## src/rtl/lcd_pkg.sv

```systemverilog
// Shared types and bit positions for the character-LCD controller.
// Imported by the command FIFO and the controller top.
package lcd_pkg;

  typedef enum logic [2:0] {
    IDLE,
    SETUP,
    PULSE,
    HOLD,
    EXEC
  } lcd_state_e;

  typedef struct packed {
    logic       rs;
    logic [7:0] data;
  } lcd_cmd_t;

  localparam int LCD_ON_BIT   = 31;
  localparam int LCD_BLON_BIT = 30;
  localparam int LCD_CTRL_BIT = 9;
  localparam int LCD_RS_BIT   = 8;

  localparam int STAT_BUSY_BIT = 0;
  localparam int STAT_FULL_BIT = 1;
  localparam int STAT_OVF_BIT  = 2;

  // Clear (0x01) and home (0x02/0x03) need the long execution wait.
  function automatic logic is_long(input lcd_cmd_t c);
    return !c.rs && (c.data[7:2] == 6'd0) && (c.data != 8'd0);
  endfunction

endpackage

```

## src/rtl/lcd_cmd_fifo.sv

```systemverilog
// Small synchronous FIFO of queued LCD commands.
// A push into a full FIFO is only taken when a pop frees a slot.
module lcd_cmd_fifo
  import lcd_pkg::*;
#(
  parameter int DEPTH = 4
) (
  input  logic     clk,
  input  logic     rst_n,
  input  logic     push,
  input  logic     pop,
  input  lcd_cmd_t din,
  output lcd_cmd_t dout,
  output logic     full,
  output logic     empty
);

  localparam int AW = $clog2(DEPTH);
  localparam int CW = AW + 1;

  lcd_cmd_t        mem [DEPTH];
  logic [AW-1:0]   wr_ptr;
  logic [AW-1:0]   rd_ptr;
  logic [CW-1:0]   count;
  logic            do_push;
  logic            do_pop;

  assign empty   = (count == '0);
  assign full    = (count == CW'(DEPTH));
  assign do_pop  = pop & ~empty;
  assign do_push = push & (~full | do_pop);
  assign dout    = mem[rd_ptr];

  // Storage array, written on accepted pushes.
  always_ff @(posedge clk) begin
    if (do_push) mem[wr_ptr] <= din;
  end

  // Pointers wrap modulo DEPTH; count tracks occupancy.
  always_ff @(posedge clk or negedge rst_n) begin
    if (!rst_n) begin
      wr_ptr <= '0;
      rd_ptr <= '0;
      count  <= '0;
    end else begin
      if (do_push) wr_ptr <= wr_ptr + 1'b1;
      if (do_pop)  rd_ptr <= rd_ptr + 1'b1;
      unique case (1'b1)
        do_push & ~do_pop: count <= count + 1'b1;
        do_pop & ~do_push: count <= count - 1'b1;
        default:           count <= count;
      endcase
    end
  end

endmodule

```

## src/rtl/lcd_ctrl.sv

```systemverilog
// Memory-mapped HD44780-style LCD controller: queues CPU stores
// and sequences setup, enable pulse, hold and execution waits.
module lcd_ctrl
  import lcd_pkg::*;
#(
  parameter int DEPTH   = 4,
  parameter int T_SETUP = 2,
  parameter int T_EN    = 12,
  parameter int T_HOLD  = 1,
  parameter int T_EXEC  = 2000,
  parameter int T_LONG  = 80000
) (
  input  logic        i_clk,
  input  logic        i_rstn,
  input  logic        i_wr_en,
  input  logic [31:0] i_wdata,
  output logic [31:0] o_status,
  output logic        o_lcd_on,
  output logic        o_lcd_blon,
  output logic        o_lcd_rs,
  output logic        o_lcd_rw,
  output logic        o_lcd_en,
  output logic [7:0]  o_lcd_data
);

  localparam int T_MAX = (T_LONG > T_EXEC) ? T_LONG : T_EXEC;
  localparam int CW    = $clog2(T_MAX + 1);

  localparam logic [CW-1:0] C_SETUP = CW'(T_SETUP - 1);
  localparam logic [CW-1:0] C_EN    = CW'(T_EN - 1);
  localparam logic [CW-1:0] C_HOLD  = CW'(T_HOLD - 1);
  localparam logic [CW-1:0] C_EXEC  = CW'(T_EXEC - 1);
  localparam logic [CW-1:0] C_LONG  = CW'(T_LONG - 1);

  lcd_state_e    state;
  logic [CW-1:0] cnt;
  lcd_cmd_t      cmd;
  lcd_cmd_t      head;
  lcd_cmd_t      wr_cmd;
  logic          en_q;
  logic          on_q;
  logic          blon_q;
  logic          ovf_q;
  logic          is_ctrl;
  logic          push;
  logic          pop;
  logic          fifo_full;
  logic          fifo_empty;
  logic          unused_wdata;

  assign is_ctrl      = i_wdata[LCD_CTRL_BIT];
  assign push         = i_wr_en & ~is_ctrl;
  assign pop          = (state == IDLE) & ~fifo_empty;
  assign wr_cmd       = {i_wdata[LCD_RS_BIT], i_wdata[7:0]};
  assign unused_wdata = ^i_wdata[29:10];

  lcd_cmd_fifo #(
    .DEPTH (DEPTH)
  ) u_fifo (
    .clk   (i_clk),
    .rst_n (i_rstn),
    .push  (push),
    .pop   (pop),
    .din   (wr_cmd),
    .dout  (head),
    .full  (fifo_full),
    .empty (fifo_empty)
  );

  // Power/backlight latch on every store; sticky overflow flag.
  always_ff @(posedge i_clk or negedge i_rstn) begin
    if (!i_rstn) begin
      on_q   <= 1'b0;
      blon_q <= 1'b0;
      ovf_q  <= 1'b0;
    end else if (i_wr_en) begin
      on_q   <= i_wdata[LCD_ON_BIT];
      blon_q <= i_wdata[LCD_BLON_BIT];
      if (is_ctrl)
        ovf_q <= 1'b0;
      else if (fifo_full & ~pop)
        ovf_q <= 1'b1;
    end
  end

  // Bus sequencer: setup, enable pulse, hold, then execution wait.
  always_ff @(posedge i_clk or negedge i_rstn) begin
    if (!i_rstn) begin
      state <= IDLE;
      cnt   <= '0;
      cmd   <= '0;
      en_q  <= 1'b0;
    end else begin
      unique case (state)
        IDLE: begin
          if (pop) begin
            cmd   <= head;
            cnt   <= C_SETUP;
            state <= SETUP;
          end
        end
        SETUP: begin
          if (cnt == '0) begin
            en_q  <= 1'b1;
            cnt   <= C_EN;
            state <= PULSE;
          end else begin
            cnt <= cnt - 1'b1;
          end
        end
        PULSE: begin
          if (cnt == '0) begin
            en_q  <= 1'b0;
            cnt   <= C_HOLD;
            state <= HOLD;
          end else begin
            cnt <= cnt - 1'b1;
          end
        end
        HOLD: begin
          if (cnt == '0) begin
            cnt   <= is_long(cmd) ? C_LONG : C_EXEC;
            state <= EXEC;
          end else begin
            cnt <= cnt - 1'b1;
          end
        end
        EXEC: begin
          if (cnt == '0)
            state <= IDLE;
          else
            cnt <= cnt - 1'b1;
        end
        default: begin
          en_q  <= 1'b0;
          state <= IDLE;
        end
      endcase
    end
  end

  // Status word for the load-store read mux.
  always_comb begin
    o_status                = '0;
    o_status[STAT_BUSY_BIT] = (state != IDLE) | ~fifo_empty;
    o_status[STAT_FULL_BIT] = fifo_full;
    o_status[STAT_OVF_BIT]  = ovf_q;
  end

  assign o_lcd_on   = on_q;
  assign o_lcd_blon = blon_q;
  assign o_lcd_rs   = cmd.rs;
  assign o_lcd_data = cmd.data;
  assign o_lcd_en   = en_q;
  assign o_lcd_rw   = 1'b0;

endmodule

```

## config.mk

```make
export PLATFORM = sky130hd
export DESIGN_NAME = lcd_ctrl
export DESIGN_NICKNAME = d
export VERILOG_FILES = /design/src/rtl/lcd_pkg.sv /design/src/rtl/lcd_cmd_fifo.sv /design/src/rtl/lcd_ctrl.sv
export SDC_FILE = /design/constraint.sdc
export NUM_CORES = 1
export LEC_CHECK = 0
export ABC_AREA = 1
export BUFFER_PORTS_ARGS = -buffer_cell sky130_fd_sc_hd__buf_2
export CORE_AREA = 2 2 100 82
export DETAILED_ROUTE_END_ITERATION = 8
export DIE_AREA = 0 0 102 84
export MAX_ROUTING_LAYER = met4
export PLACE_DENSITY = 0.77
export SYNTH_ARGS = -nofsm -noshare
export SYNTH_HDL_FRONTEND = slang
export SYNTH_SLANG_ARGS = --single-unit
```

## constraint.sdc

```tcl
create_clock -name i_clk -period 2.9 [get_ports i_clk]
set_input_delay 0.145 -clock i_clk [delete_from_list [all_inputs] [get_ports i_clk]]
set_output_delay 0.145 -clock i_clk [all_outputs]
set_load 0.03 [all_outputs]
```

==> results of run 1 <==
-- through the flow --
stage                     util (%)  hold slack (ns)  instances  setup slack [ns]
after floorplan                  -           -0.151        487              1.16
after global placement        53.8            0.316        591             0.916
after detailed placement      53.8            0.330        591             0.863
after CTS                     56.7          0.00154        608             0.848
after global routing          56.7          0.00760        608             0.637
final                         56.7           0.0105        608             0.842
-- flip-flops by register name, summed over array words and instances (netlist names) --
name / cells
ovf_q: 1
u_fifo.wr_ptr: 2
o_lcd_rs: 1
cnt: 17
u_fifo.rd_ptr: 2
o_lcd_data: 8
o_lcd_on: 1
u_fifo.count: 3
state: 3
o_lcd_en: 1
o_lcd_blon: 1
u_fifo.mem: 36
-- logic make-up (layout without fill, tap and decap cells) --
kind of cell | after synthesis | in the layout | synth area share, %
AO/OA/AOI/OAI | 47 | 47 | 6.25
flip-flops | 76 | 76 | 52.3
buffers and inverters | 81 | 94 | 11.0
multiplexers | 2 | 2 | 0.565
adder cells (fa/ha/maj) | 7 | 7 | 2.39
XOR/XNOR | 14 | 14 | 3.08
AND/OR/NAND/NOR | 230 | 230 | 24.4
other | 1 | 30 | 0.0941
-- final cells by class --
class                           instances  area (sq um)
Inverter                               42           158
Clock inverter                          6          88.8
Fill cell                             676          3330
Clock buffer                           10           128
Tap cell                              108           135
Sequential cell                        76          2080
Timing Repair Buffer                   36           200
Multi-Input combinational cell        330          1570
-- timing repair --
item,CTS,global route
buffers inserted,0,0
endpoints found under the hold margin,40,0
hold buffers,1,0
endpoints found under the setup margin,0,0
-- worst max path at each step --
stage / slack [ns] / from / endpoint
6_report: 0.84 / state[1]$_DFFE_PN0P_ / u_fifo.count[2]$_DFFE_PN0P_
5_1_grt: 0.64 / state[1]$_DFFE_PN0P_ / u_fifo.count[2]$_DFFE_PN0P_
4_1_cts: 0.85 / state[1]$_DFFE_PN0P_ / u_fifo.count[2]$_DFFE_PN0P_
3_5_place_dp: 0.86 / state[1]$_DFFE_PN0P_ / u_fifo.count[2]$_DFFE_PN0P_
3_3_place_gp: 0.92 / state[1]$_DFFE_PN0P_ / u_fifo.count[2]$_DFFE_PN0P_
2_1_floorplan: 1.16 / state[1]$_DFFE_PN0P_ / u_fifo.mem[0][0]$_DFFE_PP_
-- cell usage in the layout, fill, tap and decap left out, drive strengths merged --
cell and instances:
a21o 1, a21oi 4, a31oi 4, buf 35, bufinv 2, clkbuf 10
clkinv 3, clkinvlp 2, conb 30, dfrtp 40, dlygate4sd3 1, edfxtp 36
fa 1, ha 6, inv 41, mux2 2, nand2 128, nand3 26
nand3b 2, nand4 2, nor2 68, nor3 2, o21ai 33, o22ai 5
or2 2, xnor2 3, xor2 11
-- cell usage after synthesis (all sizes together) --
library cell | n | area, sq um
nor3 | 2 | 10.0
xnor2 | 3 | 26.3
or2 | 2 | 12.5
a21o | 1 | 7.51
nand3b | 2 | 15.0
buf | 35 | 265
dfrtp | 40 | 1000
nor2 | 68 | 273
a31oi | 4 | 25.0
clkinv | 1 | 3.75
conb | 1 | 3.75
nand4 | 2 | 12.5
o22ai | 5 | 31.3
ha | 6 | 75.1
fa | 1 | 20.0
xor2 | 11 | 96.3
nand3 | 26 | 135
edfxtp | 36 | 1080
nand2 | 128 | 513
a21oi | 4 | 20.0
o21ai | 33 | 165
inv | 41 | 154
clkbuf | 4 | 15.0
mux2 | 2 | 22.5
-- routing by layer --
layer  GRT usage, %  part of all wire, %  up-vias  wire length, um
met1           24.7                   44     1334             3220
met5              -                    0        -                0
met3           3.85                  7.8       14              566
met2           29.2                   46      118             3380
li1               -                    -     1483                -
met4           7.52                  1.6        0              116
-- power breakdown --
group,total (W),switching [W],internal (W)
clock,0.000865,0.000380,0.000485
combinational,0.000340,0.000241,0.0000983
sequential,0.00127,0.0000409,0.00123
==> results.cfg, run 1 <==
[run_status]
outcome = finished, final reports clean

[hold_path]
holdPathEnd = ovf_q$_DFFE_PN0P_
whs_path_depth = 2
hp-start = i_wdata[9]
hp-class = in2reg

[layout]
antenna_cells = 0
final_area_sq_um = 4360
fin_nets = 537
syn_to_final_growth_pct = 9.55
drive_above_1_share_pct = 13.2

[floorplan]
start_util_pct = 51.8
die_h_um = 84
core_sq_um = 7690
die_x_um = 102
ios = 80
rows = 29
dieArea_sq_um = 8570

[setup_path]
crit_family = simple AND/OR/NAND/NOR gates
r2r_slack_ns = 0.84
path_cells = nor2_4 > nand3_1 > inv_1 > buf_4 > nand2_1 > fa_1 > inv_1 > nand2_1 > nand2_1 > nand2_1 > nand2_1 > inv_1
worst_ep_arrival_time_ns = 2.30
worst-path-buf-inv = 4
start_kind = register
critPathMaxStageDelay_ns = 0.44
crit_path_end_kind = register
r2r_end = u_fifo.count[2]$_DFFE_PN0P_
crit_slowest_cell = dfrtp_1
crit_type = reg2reg
required_ns = 3.14
cp_common_cell = nand2_1
r2r_start = state[1]$_DFFE_PN0P_
cp_max_fo = 20
critical_path_depth = 12
reg2regPathDepth = 12

[route]
dr.first_iter.drc_count = 174
drc = 0
dr.pass1.iters = 5
drt-total-wl_mm = 7.28
final_antenna_net_count = 0
vias = 2949
wl_per_cell_um = 12.0
vias_per_cell = 4.85

[global_route]
grt_pass1_wl_mm = 12.3
grt_pass1_vias = 2763
grt_usage_pct = 19.0
grt_max_degree = 41
antenna_found_initial = 0
globalRoute.totalOverflow = 0

[timing]
worst_slew_pin_slew_ns = 0.894
setup_viol = 0
period_share_pct = 71.0
fin_skew_ns = 0.00719
setup_tns_ns = 0
rsz0062_at_grt = no
finalCriticalPeriod_ns = 2.06
fmax_ghz = 0.486
final_max_slew_viol_count = 0
maxSlewHeadroom_pct = 40.4
final_hold_viol_count = 0

[placed_design]
gp_congestion = 0.857
io_buffers = 29
hpwlAfterDp_mm = 5.19
post_dp_cell_area_sq_um = 4140

[synth]
yosysWarningCount = 0
avgSynthCellArea_sq_um = 8.70
synth_area_sq_um = 3980
yosysSeqAreaShare_pct = 52.3
ys_seq_elements = 76
synth_cells = 458
synth_cell_types = 33

[cts]
cts_buffer_depth = 2
clk_latency_ns = 0.34
cts_made_buffers = 9
cts.sink_count = 76
root_buffer = clkbuf_8
htree_num_levels = 3
clkTransAtPathRegs_ns = 0.07
cts_tree = done
ctsResizeCount = 0

[pwr]
power.density_nw_per_um2 = 567
peakVddDrop_mv = 0.485
total_power_w = 0.00247
p_leak_nw = 2.07

[run]
maxCapViolCount = 0
(Power assumes the default switching activity.)
==> run 2, diff against run 1 <==
--- a/config.mk
+++ b/config.mk
@@ -7,11 +7,11 @@
 export LEC_CHECK = 0
 export ABC_AREA = 1
 export BUFFER_PORTS_ARGS = -buffer_cell sky130_fd_sc_hd__buf_2
-export CORE_AREA = 2 2 100 82
+export CORE_AREA = 2 2 103 85
 export DETAILED_ROUTE_END_ITERATION = 8
-export DIE_AREA = 0 0 102 84
+export DIE_AREA = 0 0 105 87
 export MAX_ROUTING_LAYER = met4
-export PLACE_DENSITY = 0.77
+export PLACE_DENSITY = 0.76
 export SYNTH_ARGS = -nofsm -noshare
 export SYNTH_HDL_FRONTEND = slang
 export SYNTH_SLANG_ARGS = --single-unit
==> constraint.sdc (replaced) <==
create_clock -name i_clk -period 1.85 [get_ports i_clk]
set_input_delay 0.0925 -clock i_clk [delete_from_list [all_inputs] [get_ports i_clk]]
set_output_delay 0.0925 -clock i_clk [all_outputs]
set_load 0.03 [all_outputs]
==> run 2 against run 1 <==
Effect of this change:
- global-route usage grew 0.18 points
- worst hold slack improved by 0.060 ns
- flip-flop and latch count stayed put
- sequential power is 57% higher
- routed wire length is 8.4% higher
- clock-buffer cell count is the same
- cell count is 3.9% higher
- via count rose by 3.6%
- die area up 6.6%
- fmax increased by 20%
- setup slack lost 0.71 ns
- highest routed layer unchanged
- total power grew 62%
==> results.cfg, run 2 (synthesis results as in run 1) <==
[floorplan]
die_x_um = 105
ios = 80
rows = 30
start_util_pct = 48.7
core_sq_um = 8180
die_h_um = 87
dieArea_sq_um = 9140

[route]
dr.first_iter.drc_count = 208
vias = 3054
vias_per_cell = 4.83
dr.pass1.iters = 4
final_antenna_net_count = 0
wl_per_cell_um = 12.5
drc = 0
drt-total-wl_mm = 7.89

[setup_path]
crit_type = reg2reg
cp_common_cell = nand2_4
crit_family = simple AND/OR/NAND/NOR gates
crit_slowest_cell = dfrtp_1
worst-path-buf-inv = 1
worst_ep_arrival_time_ns = 1.98
path_cells = nor2_1 > nand3_1 > nor2_4 > nand2_4 > nand2_4 > nand2_2 > nand2_4 > buf_4 > nand2_1 > o21ai_0
crit_path_end_kind = register
cp_max_fo = 10
start_kind = register
critPathMaxStageDelay_ns = 0.44
required_ns = 2.11

[cts]
cts_made_buffers = 9
htree_num_levels = 3
cts_tree = done
clk_latency_ns = 0.36
root_buffer = clkbuf_8
clkTransAtPathRegs_ns = 0.08
cts.sink_count = 76
cts_buffer_depth = 2

[global_route]
globalRoute.totalOverflow = 0
grt_pass1_vias = 2928
antenna_found_initial = 0
grt_usage_pct = 19.1
grt_max_degree = 41
grt_pass1_wl_mm = 13.2

[layout]
fin_nets = 557
largest_register = u_fifo.mem
largest_register_ff_count = 36
mostFrequentLayoutCells = 119 x nand2_1, 62 x nor2_1, 40 x dfrtp_1
final_area_sq_um = 4580
fin_util_pct = 56.0
layout_commonest_cell = nand2_1
antenna_cells = 0
drive_above_1_share_pct = 16.2
syn_to_final_growth_pct = 15.1

[timing]
fin_skew_ns = 0.0147
period_share_pct = 92.7
worst_slew_pin_slew_ns = 0.520
final_hold_viol_count = 0
setup_viol = 0
holdWs_ns = 0.0709
final_max_slew_viol_count = 0
fmax_ghz = 0.583
finalCriticalPeriod_ns = 1.72
maxSlewHeadroom_pct = 65.3

[placed_design]
hpwlAfterDp_mm = 5.42
post_dp_cell_area_sq_um = 4200
gp_congestion = 0.894
io_buffers = 29

[pwr]
power.density_nw_per_um2 = 872
peakVddDrop_mv = 0.585
p_leak_nw = 2.17

[run_status]
outcome = finished, final reports clean

[hold_path]
hp-class = in2reg

[run]
maxCapViolCount = 0
[run 2: cell count changes in the layout (fill, tap and decap cells not counted), sizes merged]
cell,before,now
buf,35,43
clkinv,3,2
clkinvlp,2,1
dlygate4sd3,1,13
inv,41,43
[run 2: layout make-up]
type	count	area, sq um
timing repair buffer	56	380
clock inverter	6	93.8
clock buffer	10	128
tap	112	140
multi-input combinational	330	1600
sequential	76	2080
inverter	42	158
fill	712	3600
[run 2: worst paths after layout]
kind	from	endpoint	slack (ns)	cells after the start
max	cnt[7]$_DFFE_PN0P_	cnt[14]$_DFFE_PN0P_	0.13	10
min	i_wr_en	o_lcd_on$_DFFE_PN0P_	0.07	2
max reg2reg	cnt[7]$_DFFE_PN0P_	cnt[14]$_DFFE_PN0P_	0.13	10
min reg2reg	o_lcd_en$_DFFE_PN0P_	o_lcd_en$_DFFE_PN0P_	0.49	2
max in group asynchronous	i_rstn	cnt[14]$_DFFE_PN0P_	1.15	3
min in group asynchronous	i_rstn	cnt[10]$_DFFE_PN0P_	0.32	3
[run 2: stage by stage]
step	total power, W	cells	setup TNS [ns]	setup WS [ns]
after CTS	0.00398	631	0	0.0599
after detailed placement	0.00256	602	0	0.0187
final	0.00400	632	0	0.134
after global routing	0.00419	632	-0.00513	-0.00513
after floorplan	0.00246	487	0	0.113
after global placement	0.00253	602	0	0.146
[run 2: repair_timing]
action                                  in CTS  in global routing
endpoints found under the hold margin       79                  0
endpoints found under the setup margin       1                 17
setup buffers                                0                  1
hold buffers                                13                  0
pin swaps                                    0                  2
gates resized for setup                      1                 10
[run 2: metal layers]
layer | global-route usage (%) | wire length (um) | up-vias
li1 | - | - | 1523
met1 | 22.6 | 3440 | 1403
met2 | 31.9 | 3790 | 111
met3 | 5.09 | 540 | 17
met4 | 7.27 | 119 | 0
met5 | - | 0 | -
[run 2: power breakdown]
part | internal, W | switching (W) | total, W
logic | 0.000192 | 0.000405 | 0.000597
registers | 0.00192 | 0.0000705 | 0.00199
clock network | 0.000772 | 0.000637 | 0.00141
[run 2: worst reg2reg max path, stage by stage (launching register included)]
cell and delay, ns:
dfrtp_1 0.44, nor2_1 0.18, nand3_1 0.14, nor2_4 0.15
nand2_4 0.13, nand2_4 0.08, nand2_2 0.06, nand2_4 0.12
buf_4 0.19, nand2_1 0.06, o21ai_0 0.07
==> run 3, diff against run 2 <==
--- a/config.mk
+++ b/config.mk
@@ -7,11 +7,13 @@
 export LEC_CHECK = 0
 export ABC_AREA = 1
 export BUFFER_PORTS_ARGS = -buffer_cell sky130_fd_sc_hd__buf_2
-export CORE_AREA = 2 2 103 85
+export CORE_AREA = 2 2 105 87
 export DETAILED_ROUTE_END_ITERATION = 8
-export DIE_AREA = 0 0 105 87
+export DIE_AREA = 0 0 107 89
 export MAX_ROUTING_LAYER = met4
-export PLACE_DENSITY = 0.76
+export PLACE_DENSITY = 0.75
 export SYNTH_ARGS = -nofsm -noshare
 export SYNTH_HDL_FRONTEND = slang
+export SYNTH_HIERARCHICAL = 1
 export SYNTH_SLANG_ARGS = --single-unit
+export TNS_END_PERCENT = 20
==> run 3 against run 2 <==
Effect of this change:
- synthesized cell count up 7.4%
- critical path depth down 3
- sequential power about the same
- core utilization up 1.4 points
- clock power down 9.9%
- flip-flop and latch count unchanged
- worst hold slack better by 0.16 ns
- sequential share of layout area down 2.1 points
- non-clock buffer count up 6
- clock-buffer cell count down 1
- global-route usage up 1.5 points
- combinational power up 17%
- highest routed layer unchanged
==> results.cfg, run 3 <==
[run_status]
outcome = finished, final reports clean

[global_route]
grt_pass1_wl_mm = 14.9
grt_pass1_vias = 3248
globalRoute.totalOverflow = 0
grt_usage_pct = 20.7
grt_max_degree = 22
antenna_found_initial = 0

[timing]
period_share_pct = 95.7
holdWs_ns = 0.235
finalCriticalPeriod_ns = 1.77
fmax_ghz = 0.565
setup_tns_ns = 0
setup_viol = 0
rsz0062_at_grt = yes
final_max_slew_viol_count = 0
timing.final.ws_setup_ns = 0.0801
final_hold_viol_count = 0
fin_skew_ns = 0.0114

[synth]
async_reset_ff_share_pct = 52.6
synth_top_family_by_area = simple AND/OR/NAND/NOR gates
synth-xor-area-share_pct = 1.70
ys_seq_elements = 76
synthSimpleGateAreaFrac_pct = 28.4
synth_area_sq_um = 4120
yosysWarningCount = 6
synth_edf_count = 36
synth_common_cells = 157 x nand2_1, 61 x nor2_1, 40 x dfrtp_1
synth_top_area_cell = edfxtp_1
synth_cells = 492
synth_compound_area_share_pct = 6.49
synth_cell_types = 34
synth-main-ff-cell = dfrtp_1
synth_area_leaders = edfxtp_1 26%, dfrtp_1 24%, nand2_1 14%
avgSynthCellArea_sq_um = 8.38
synth.most_common_cell = nand2_1
synthMuxAreaShare_pct = 0
synth_fa_ha_area_share_pct = 2.31
yosysSeqAreaShare_pct = 50.5
yosysTopAreaCellShare_pct = 26.2

[setup_path]
crit_family = buffers and inverters
reg2regPathDepth = 8
critical_path_depth = 7
crit_slowest_cell = dfrtp_1
path_cells = nor2_4 > nand2_2 > inv_1 > inv_1 > nor2_1 > inv_2 > buf_2
required_ns = 1.76
crit_type = reg2out
cp_max_fo = 4
cp_common_cell = inv_1
worst-path-buf-inv = 4
crit_path_end_kind = primary output
critPathMaxStageDelay_ns = 0.43
start_kind = register
worst_ep_arrival_time_ns = 1.68

[floorplan]
core_sq_um = 8370
die_x_um = 107
ios = 80
die_h_um = 89
start_util_pct = 49.3
dieArea_sq_um = 9520
rows = 30

[cts]
cts.sink_count = 76
cts_setup_buffers = 0
clk_latency_ns = 0.34
htree_num_levels = 3
cts_buffer_depth = 2
root_buffer = clkbuf_8
cts_tree = done
clkTransAtPathRegs_ns = 0.08
cts_made_buffers = 9

[route]
dr.first_iter.drc_count = 189
drt-total-wl_mm = 8.86
drc = 0
final_antenna_net_count = 0
wl_per_cell_um = 13.2
vias = 3342
dr.pass1.iters = 5
vias_per_cell = 4.97

[placed_design]
gp_congestion = 0.950
post_dp_cell_area_sq_um = 4410
hpwlAfterDp_mm = 6.08
io_buffers = 29
place_worst_setup_slack_ns = -0.0144

[pwr]
power.density_nw_per_um2 = 827
intPower_w = 0.00277
p_comb_share_pct = 17.6
p_leak_nw = 2.27
power_frac_seq_pct = 50.4
clock_power_share_pct = 32.0
total_power_w = 0.00397
peakVddDrop_mv = 0.878
p_sw_share_pct = 30.4
switchingPower_w = 0.00121

[layout]
final_area_sq_um = 4810
fillerInstances = 724
drive_above_1_share_pct = 17.6
mostFrequentLayoutCells = 154 x nand2_1, 54 x nor2_1, 40 x dfrtp_1
largest_register_ff_count = 36
layout_commonest_cell = nand2_1
largest_register = u_fifo/mem
antenna_cells = 0
fin_nets = 598
syn_to_final_growth_pct = 16.6

[run]
maxCapViolCount = 0

[hold_path]
hp-class = in2async
[run 3: cells by family after synthesis]
| kind of cell | Yosys count |
|---|---|
| XOR/XNOR | 8 |
| AND/OR/NAND/NOR | 273 |
| flip-flops | 76 |
| other | 1 |
| AO/OA/AOI/OAI | 47 |
| adder cells (fa/ha/maj) | 7 |
| buffers and inverters | 80 |
[run 3: worst reg2reg max path: stages, from the launching register on]
cell and delay (ns):
dfrtp_1 0.41, nor2_4 0.13, nand2_2 0.09, nor2_4 0.19, nand3b_2 0.15, fa_1 0.51, inv_1 0.04, nand2_1 0.06
o21ai_1 0.06
[run 3: path summary, 6_finish.rpt]
| check | slack [ns] | end | from |
|---|---|---|---|
| max in group asynchronous | 1.13 | o_lcd_data[4]$_DFFE_PN0P_ | i_rstn |
| min in group i_clk | 0.47 | ovf_q$_DFFE_PN0P_ | i_wdata[9] |
| worst min register to register | 0.49 | o_lcd_blon$_DFFE_PN0P_ | o_lcd_blon$_DFFE_PN0P_ |
| worst max register to register | 0.11 | u_fifo/count[1]$_DFFE_PN0P_ | state[1]$_DFFE_PN0P_ |
| worst min-delay path | 0.24 | cnt[9]$_DFFE_PN0P_ | i_rstn |
| worst max-delay path | 0.08 | o_status[0] | u_fifo/count[0]$_DFFE_PN0P_ |
[run 3: cell type report]
class,instances,area [sq um],area share [%]
Tap cell,112,140,2.92
Inverter,42,158,3.28
Clock buffer,9,124,2.58
Multi-Input combinational cell,365,1790,37.2
Timing Repair Buffer,62,443,9.21
Sequential cell,76,2080,43.3
Clock inverter,7,73.8,1.54
[run 3: power groups by stage]
stage | sequential, W | clock (W) | combinational [W]
after floorplan | 0.00203 | 0 | 0.000535
after global placement | 0.00203 | 0 | 0.000610
after detailed placement | 0.00204 | 0 | 0.000640
after global routing | 0.00202 | 0.00138 | 0.000781
after CTS | 0.00200 | 0.00130 | 0.000687
final | 0.00200 | 0.00127 | 0.000698
[run 3: per-stage QoR]
stage	utilization, %	instances
after CTS	57.0	673
after detailed placement	52.7	642
after global routing	57.4	673
final	57.4	673
after floorplan	-	521
after global placement	52.7	642
[run 3: routing by layer]
layer	global-route usage (%)	routed length (um)	share of wire (%)	up-vias
li1	-	-	-	1656
met1	26.3	3970	45	1565
met2	33.5	4210	47	110
met3	4.74	575	6.5	11
met4	6.26	99	1.1	0
met5	-	0	0	-
[run 3: repair_timing]
action | CTS | global route
endpoints found under the hold margin | 58 | 0
resized for setup | 3 | 9
gates cloned | 0 | 0
pin swaps | 0 | 1
hold buffers | 15 | 0
endpoints found under the setup margin | 18 | 27
